<file path="src/rtl/vcve2_vec_seq_if.sv">
// Vector element-group sequencer interface.
// Groups the ID-stage issue signals, the EX handshake and the register file write-back
// of vcve2_vec_seq. The _i/_o suffixes are from the sequencer's point of view.
//   slave  : the sequencer (issue/EX inputs in, write-back/status outputs out)
//   master : the issuing side (controller, EX block model, testbench)
interface vcve2_vec_seq_if #(
    parameter int unsigned VLEN = 128,
    parameter int unsigned VLW  = $clog2(VLEN / 8) + 1,
    parameter int unsigned WW   = (VLEN > 32) ? $clog2(VLEN / 32) : 1
);
    logic           start_i;
    logic [VLW-1:0] vl_i;
    logic [2:0]     vsew_i;
    logic [4:0]     vd_i;
    logic           kill_i;
    logic           ready_o;
    logic [2:0]     vsew_o;
    logic [WW-1:0]  word_idx_o;
    logic           ex_first_o;
    logic           ex_valid_i;
    logic           wb_we_o;
    logic [4:0]     wb_vd_o;
    logic [3:0]     wb_be_o;
    logic           done_o;
    logic           illegal_o;

    modport slave (
        input  start_i, vl_i, vsew_i, vd_i, kill_i, ex_valid_i,
        output ready_o, vsew_o, word_idx_o, ex_first_o, wb_we_o, wb_vd_o, wb_be_o,
               done_o, illegal_o
    );

    modport master (
        output start_i, vl_i, vsew_i, vd_i, kill_i, ex_valid_i,
        input  ready_o, vsew_o, word_idx_o, ex_first_o, wb_we_o, wb_vd_o, wb_be_o,
               done_o, illegal_o
    );
endinterface

</file>
<file path="src/rtl/vcve2_vec_seq.sv">
// Vector element-group sequencer for the vcve2 execution stage.
// Accepts one vector instruction, clamps vl to VLEN/SEW, splits the active bytes into 32-bit
// words and steps the EX block one word at a time, waiting on ex_valid_i for multi-cycle ops.
// Each completed word produces a register file write strobe with byte enables.
// Ports:
//   clk_i    : clock, rising edge
//   rst_i    : asynchronous active-high reset
//   vseq_io  : vcve2_vec_seq_if.slave (issue, kill, EX handshake, write-back, status)
// Build option:
//   VCVE2_VSEQ_TAIL_UNDISTURBED_EN : final partial word writes only its active bytes;
//   when undefined every write enables all four bytes (tail-agnostic).
module vcve2_vec_seq #(
    parameter int unsigned VLEN = 128,
    parameter int unsigned VLW  = $clog2(VLEN / 8) + 1,
    parameter int unsigned WW   = (VLEN > 32) ? $clog2(VLEN / 32) : 1
) (
    input logic              clk_i,
    input logic              rst_i,
    vcve2_vec_seq_if.slave   vseq_io
);
    // One spare bit so bytes + 3 never wraps.
    localparam int unsigned BW = VLW + 1;

    typedef enum logic [1:0] {StIdle, StExec, StDone} state_e;

    state_e         state_q;
    logic [WW-1:0]  word_idx_q;
    logic [WW-1:0]  last_idx_q;
    logic           first_q;
    logic [2:0]     vsew_q;
    logic [4:0]     vd_q;
    logic           ready_q;
    logic           done_q;
    logic           illegal_q;
`ifdef VCVE2_VSEQ_TAIL_UNDISTURBED_EN
    logic [1:0]     rem_q;
`endif

    // Accept-time decode of the incoming instruction.
    logic           sew_legal;
    logic [VLW-1:0] max_elems;
    logic [VLW-1:0] vl_eff;
    logic [BW-1:0]  bytes;
    logic [BW-1:0]  nwords;
    logic [WW-1:0]  last_idx;

    always_comb begin
        sew_legal = ~vseq_io.vsew_i[2] & (vseq_io.vsew_i[1:0] != 2'b11);
        case (vseq_io.vsew_i[1:0])
            2'b01:   max_elems = VLW'(VLEN / 16);
            2'b10:   max_elems = VLW'(VLEN / 32);
            default: max_elems = VLW'(VLEN / 8);
        endcase
        vl_eff   = (vseq_io.vl_i < max_elems) ? vseq_io.vl_i : max_elems;
        bytes    = BW'(vl_eff) << vseq_io.vsew_i[1:0];
        nwords   = (bytes + BW'(3)) >> 2;
        // Only meaningful when nwords != 0, which is the only case it is latched for.
        last_idx = WW'(nwords - BW'(1));
    end

    always_ff @(posedge clk_i or posedge rst_i) begin
        if (rst_i) begin
            state_q    <= StIdle;
            word_idx_q <= '0;
            last_idx_q <= '0;
            first_q    <= 1'b0;
            vsew_q     <= 3'b000;
            vd_q       <= 5'd0;
            ready_q    <= 1'b1;
            done_q     <= 1'b0;
            illegal_q  <= 1'b0;
`ifdef VCVE2_VSEQ_TAIL_UNDISTURBED_EN
            rem_q      <= 2'b00;
`endif
        end else begin
            done_q    <= 1'b0;
            illegal_q <= 1'b0;
            if (vseq_io.kill_i) begin
                // Flush wins over everything, including a pending accept.
                state_q    <= StIdle;
                word_idx_q <= '0;
                last_idx_q <= '0;
                first_q    <= 1'b0;
                vsew_q     <= 3'b000;
                vd_q       <= 5'd0;
                ready_q    <= 1'b1;
`ifdef VCVE2_VSEQ_TAIL_UNDISTURBED_EN
                rem_q      <= 2'b00;
`endif
            end else begin
                case (state_q)
                    StIdle: begin
                        if (vseq_io.start_i) begin
                            if (!sew_legal) begin
                                illegal_q <= 1'b1;
                            end else begin
                                vsew_q     <= vseq_io.vsew_i;
                                vd_q       <= vseq_io.vd_i;
                                last_idx_q <= last_idx;
                                word_idx_q <= '0;
                                ready_q    <= 1'b0;
`ifdef VCVE2_VSEQ_TAIL_UNDISTURBED_EN
                                rem_q      <= bytes[1:0];
`endif
                                if (vl_eff == '0) begin
                                    state_q <= StDone;
                                    done_q  <= 1'b1;
                                end else begin
                                    state_q <= StExec;
                                    first_q <= 1'b1;
                                end
                            end
                        end
                    end
                    StExec: begin
                        if (vseq_io.ex_valid_i) begin
                            if (word_idx_q == last_idx_q) begin
                                state_q <= StDone;
                                done_q  <= 1'b1;
                                first_q <= 1'b0;
                            end else begin
                                word_idx_q <= word_idx_q + WW'(1);
                                first_q    <= 1'b1;
                            end
                        end else begin
                            first_q <= 1'b0;
                        end
                    end
                    StDone: begin
                        state_q    <= StIdle;
                        word_idx_q <= '0;
                        ready_q    <= 1'b1;
                    end
                    default: begin
                        state_q <= StIdle;
                        ready_q <= 1'b1;
                    end
                endcase
            end
        end
    end

    logic in_exec;
    logic [3:0] be;

    assign in_exec = (state_q == StExec);

    always_comb begin
        be = 4'h0;
        if (in_exec) begin
            be = 4'hF;
`ifdef VCVE2_VSEQ_TAIL_UNDISTURBED_EN
            if ((word_idx_q == last_idx_q) && (rem_q != 2'b00)) begin
                be = (4'h1 << rem_q) - 4'h1;
            end
`endif
        end
    end

    assign vseq_io.ready_o    = ready_q;
    assign vseq_io.vsew_o     = vsew_q;
    assign vseq_io.word_idx_o = word_idx_q;
    assign vseq_io.ex_first_o = first_q & in_exec;
    assign vseq_io.wb_we_o    = in_exec & vseq_io.ex_valid_i & ~vseq_io.kill_i;
    assign vseq_io.wb_vd_o    = vd_q;
    assign vseq_io.wb_be_o    = be;
    assign vseq_io.done_o     = done_q;
    assign vseq_io.illegal_o  = illegal_q;
endmodule
</file>
<file path="src/flat_wrapper.sv">
// flat-port wrapper written by rule: the top's interface ports become plain ports
module vcve2_vec_seq_flat 
#(
    parameter int unsigned VLEN = 128,
    parameter int unsigned VLW  = $clog2(VLEN / 8) + 1,
    parameter int unsigned WW   = (VLEN > 32) ? $clog2(VLEN / 32) : 1
)
  (clk_i, rst_i, vseq_io_start_i, vseq_io_vl_i, vseq_io_vsew_i, vseq_io_vd_i, vseq_io_kill_i, vseq_io_ex_valid_i, vseq_io_ready_o, vseq_io_vsew_o, vseq_io_word_idx_o, vseq_io_ex_first_o, vseq_io_wb_we_o, vseq_io_wb_vd_o, vseq_io_wb_be_o, vseq_io_done_o, vseq_io_illegal_o);
  vcve2_vec_seq_if #(.VLEN(VLEN), .VLW(VLW), .WW(WW)) vseq_io_i ();
  input logic clk_i;
  input logic rst_i;
  input wire logic [$bits(vseq_io_i.start_i)-1:0] vseq_io_start_i;
  input wire logic [$bits(vseq_io_i.vl_i)-1:0] vseq_io_vl_i;
  input wire logic [$bits(vseq_io_i.vsew_i)-1:0] vseq_io_vsew_i;
  input wire logic [$bits(vseq_io_i.vd_i)-1:0] vseq_io_vd_i;
  input wire logic [$bits(vseq_io_i.kill_i)-1:0] vseq_io_kill_i;
  input wire logic [$bits(vseq_io_i.ex_valid_i)-1:0] vseq_io_ex_valid_i;
  output wire logic [$bits(vseq_io_i.ready_o)-1:0] vseq_io_ready_o;
  output wire logic [$bits(vseq_io_i.vsew_o)-1:0] vseq_io_vsew_o;
  output wire logic [$bits(vseq_io_i.word_idx_o)-1:0] vseq_io_word_idx_o;
  output wire logic [$bits(vseq_io_i.ex_first_o)-1:0] vseq_io_ex_first_o;
  output wire logic [$bits(vseq_io_i.wb_we_o)-1:0] vseq_io_wb_we_o;
  output wire logic [$bits(vseq_io_i.wb_vd_o)-1:0] vseq_io_wb_vd_o;
  output wire logic [$bits(vseq_io_i.wb_be_o)-1:0] vseq_io_wb_be_o;
  output wire logic [$bits(vseq_io_i.done_o)-1:0] vseq_io_done_o;
  output wire logic [$bits(vseq_io_i.illegal_o)-1:0] vseq_io_illegal_o;
  assign vseq_io_i.start_i = vseq_io_start_i;
  assign vseq_io_i.vl_i = vseq_io_vl_i;
  assign vseq_io_i.vsew_i = vseq_io_vsew_i;
  assign vseq_io_i.vd_i = vseq_io_vd_i;
  assign vseq_io_i.kill_i = vseq_io_kill_i;
  assign vseq_io_i.ex_valid_i = vseq_io_ex_valid_i;
  assign vseq_io_ready_o = vseq_io_i.ready_o;
  assign vseq_io_vsew_o = vseq_io_i.vsew_o;
  assign vseq_io_word_idx_o = vseq_io_i.word_idx_o;
  assign vseq_io_ex_first_o = vseq_io_i.ex_first_o;
  assign vseq_io_wb_we_o = vseq_io_i.wb_we_o;
  assign vseq_io_wb_vd_o = vseq_io_i.wb_vd_o;
  assign vseq_io_wb_be_o = vseq_io_i.wb_be_o;
  assign vseq_io_done_o = vseq_io_i.done_o;
  assign vseq_io_illegal_o = vseq_io_i.illegal_o;
  vcve2_vec_seq #(.VLEN(VLEN), .VLW(VLW), .WW(WW)) u_core (.clk_i(clk_i), .rst_i(rst_i), .vseq_io(vseq_io_i));
endmodule
</file>
<file path="config.mk">
export PLATFORM = sky130hd
export DESIGN_NAME = vcve2_vec_seq_flat
export DESIGN_NICKNAME = d
export VERILOG_FILES = /design/src/rtl/vcve2_vec_seq_if.sv /design/src/rtl/vcve2_vec_seq.sv /design/src/flat_wrapper.sv
export SDC_FILE = /design/constraint.sdc
export NUM_CORES = 1
export LEC_CHECK = 0
export ABC_AREA = 1
export CAP_MARGIN = 5
export CORE_MARGIN = 2
export CORE_UTILIZATION = 40
export DETAILED_ROUTE_END_ITERATION = 16
export PLACE_DENSITY = 0.78
export SLEW_MARGIN = 20
export SYNTH_ARGS = -nofsm -noshare
export SYNTH_HDL_FRONTEND = slang
export SYNTH_SLANG_ARGS = --single-unit
</file>
<file path="constraint.sdc">
create_clock -name clk_i -period 1.4 [get_ports clk_i]
set_input_delay 0.28 -clock clk_i [delete_from_list [all_inputs] [get_ports clk_i]]
set_output_delay 0.28 -clock clk_i [all_outputs]
set_load 0.01 [all_outputs]
</file>
==> results.md <==
- Status: finished, violations left
- Failing checks: negative setup slack
- Worst skew pair latency: 0.29 ns
- Clock transition at path regs: 0.11 ns
- Most common cell in the netlist: nand2_1
- DRT Wirelength: 3.908 mm
- Vias/cell: 5.084
- CTS max path bufs: 2
- First-pass GRT wire length: 5.927 mm
- CTS tree: done
- R2R Setup Slk: -0.25 ns
- GRT Residual Overflow: 0
- Post-synthesis cell type count: 28
- Lkg Pwr: 0.001106 µW
- Die X: 58.57 µm
- Placed insts: 242
- Total core area: 2781 µm²
- Die Ht: 58.57 µm
- Initial antenna violation count: 0
- Unrepaired setup endpoints after global routing: true
- Post-layout net count: 256
- Syn nets: 177
- Initial Utilization: 42.82%
- Sink Count: 18
- R2r worst-path depth: 10
- Slew of the pin with the lowest slew margin: 0.3841 ns
- Register area share after synthesis: 37.92%
- Hold_ws: 0.2521 ns
- Mapped Avg Cell Area: 7.836 µm²
- Peak supply drop: 0.001721 V
- DRT antenna net count: 0
- HPWL Detailed: 2.495 mm
- Period minus WS final: 1.664 ns
- Synth Register Bits: 18
- Synth async-reset ratio: 100.0%
- Layout area overhead: 82.77%
- Fin crit share: 118.8%
- Vias in the first global route: 1,297
- DRC Markers: 0
- Tot GR Track Use: 22.75%
- Synth top cells by count: nand2_1 (38), inv_1 (20), dfrtp_1 (17)
- Cell taking the most area after synthesis: dfrtp_1
- CTS hold repair buffers: 0
- Htree depth: 1
- Mapped Area: 1191 µm²
- Drt first pass iters: 4
- Top cells by area, synth: dfrtp_1 (36%), nand2_1 (12%), ha_1 (7.4%), inv_1 (6.3%), nand3_1 (5.5%)
- Mapped Cells: 152
- Final non-filler cell total: 261
- Die footprint: 3430 µm²
- Rel. slew slack: 74.36%
- TritonCTS Buffers: 3
- RePlAce Congestion: 0.8157
- Synth warn: 0
- Fill cell count: 185
- Share of cells above drive strength 1: 47.83%
- Pre-CTS WS: -1.094 ns
- Initial DRC count: 36
- Share of the synthesized area in the top cell type: 35.71%
- Worst hold path class: in -> async
- Max Cap Viol: 0
- Critical path peak fanout: 5
- CP Capture Type: output pin
- Largest net degree at the start of global routing: 11
- Row Count: 19
- # IOs: 37
- Fmax: 0.6010 GHz
- Seq. cell area: 452.9 µm²
- Total number of vias: 1,327
- Final setup margin: -0.2638 ns
- Crit start category: register
- Critical path type: reg -> out
- Number of synthesized flops with an enable pin: 0
- Pins over their slew limit: 0
- Top FF cell, synth: dfrtp_1
- Clock Root Buffer: clkbuf_4
- Critical path required time: 1.12 ns
- N_diodes: 0
- Pwr Density: 1489 nW/µm²
- Hold Vio Cnt, Final: 0
- Clock skew: 0.004405 ns
- Worst path arrival time: 1.38 ns
- Combined area of the multi-input logic cells: 840.8 µm²
- Final setup violating endpoints: 20
- # port buffers: 36
- Routed length per instance: 14.97 µm
[sequential cells by signal, summed over array words and instances (netlist names)]
register and flops:
u_core.last_idx_q 2, u_core.vseq_io.vsew_o 3, u_core.vseq_io.ready_o 1, u_core.vseq_io.wb_vd_o 5
u_core.vseq_io.illegal_o 1, u_core.vseq_io.done_o 1, u_core.vseq_io.word_idx_o 2, u_core.first_q 1
u_core.state_q 2
[power by group]
part           internal, µW  total (µW)  switching (µW)
Sequential              645         739            94.1
Combinational          1140        2180            1040
Clock                   158         327             168
[routing by layer]
metal	up-vias	share of wire, %	track usage (%)
li1	644	-	-
met1	623	39	26.04
met2	48	54	41.89
met3	12	3.8	3.297
met4	0	3.4	9.740
met5	-	0	0
[placed cells by master (no fill, tap or decap), drive strengths merged]
master         netlist  layout
a21oi                7       7
clkbuf               0       5
inv                 21      21
dlygate4sd2          0      13
clkinv               1       1
dfrtp               17      17
buf                  4      50
nand3b               1       1
a22o                 5       5
nor2                16      16
ha                   7       7
dlymetal6s2s         0       1
xnor2                2       2
xor2                 1       1
nor3                 2       2
a21boi               1       1
o31ai                1       1
clkdlybuf4s50        0      13
dfstp                1       1
o21ai                8       8
nand2               42      42
nand3               15      15
[final timing paths]
check	start	end
max	u_core.state_q[1]$_DFFE_PP0P_	vseq_io_wb_be_o[2]
max in group asynchronous	rst_i	u_core.vseq_io.word_idx_o[0]$_DFFE_PP0P_
min in group clk_i	vseq_io_vsew_i[1]	u_core.vseq_io.vsew_o[1]$_DFFE_PP0P_
min reg2reg	u_core.vseq_io.ready_o$_DFFE_PP1P_	u_core.vseq_io.ready_o$_DFFE_PP1P_
min	rst_i	u_core.state_q[1]$_DFFE_PP0P_
max reg2reg	u_core.state_q[1]$_DFFE_PP0P_	u_core.state_q[0]$_DFFE_PP0P_
[worst max-delay path, stage by stage (launching register included)]
cell and delay (ns):
dfrtp_1 0.39, inv_2 0.07, buf_12 0.12, ha_4 0.16
buf_6 0.13, buf_6 0.11, buf_6 0.11
[repair_timing]
| item | in CTS | in global routing |
|---|---|---|
| resized for setup | 85 | 35 |
| setup buffers | 10 | 7 |
| pin swaps | 16 | 8 |
| endpoints found under the setup margin | 36 | 23 |
[final cells by class]
type                    instances  area share [%]
clock buffers                   4           1.667
inverters                      22           4.770
multi-input cells             108           38.62
flip-flops and latches         18           20.80
well taps                      31           1.782
repair buffers                 78           32.36
[stage by stage]
stage / setup TNS (ns) / cell area, µm² / total power [µW] / util (%)
global route: -4.887 / 2177 / 3419 / 78.27
CTS: -3.212 / 2049 / 2879 / 73.68
detailed placement: -15.06 / 1809 / 2110 / 65.05
floorplan: -1.653 / 1237 / 1462 / -
finish: -3.461 / 2177 / 3242 / 78.27
global placement: -14.51 / 1809 / 2059 / 65.05
[kinds of logic after synthesis]
family                   Yosys count  share of synthesized area (%)
AND/OR/NAND/NOR                   76                          30.25
flip-flops                        18                          37.92
AO/OA/AOI/OAI                     22                          12.82
XOR/XNOR                           3                          2.206
buffers and inverters             26                          9.453
adder cells (fa/ha/maj)            7                          7.353
Note: power is estimated with default switching activity, not from simulation.
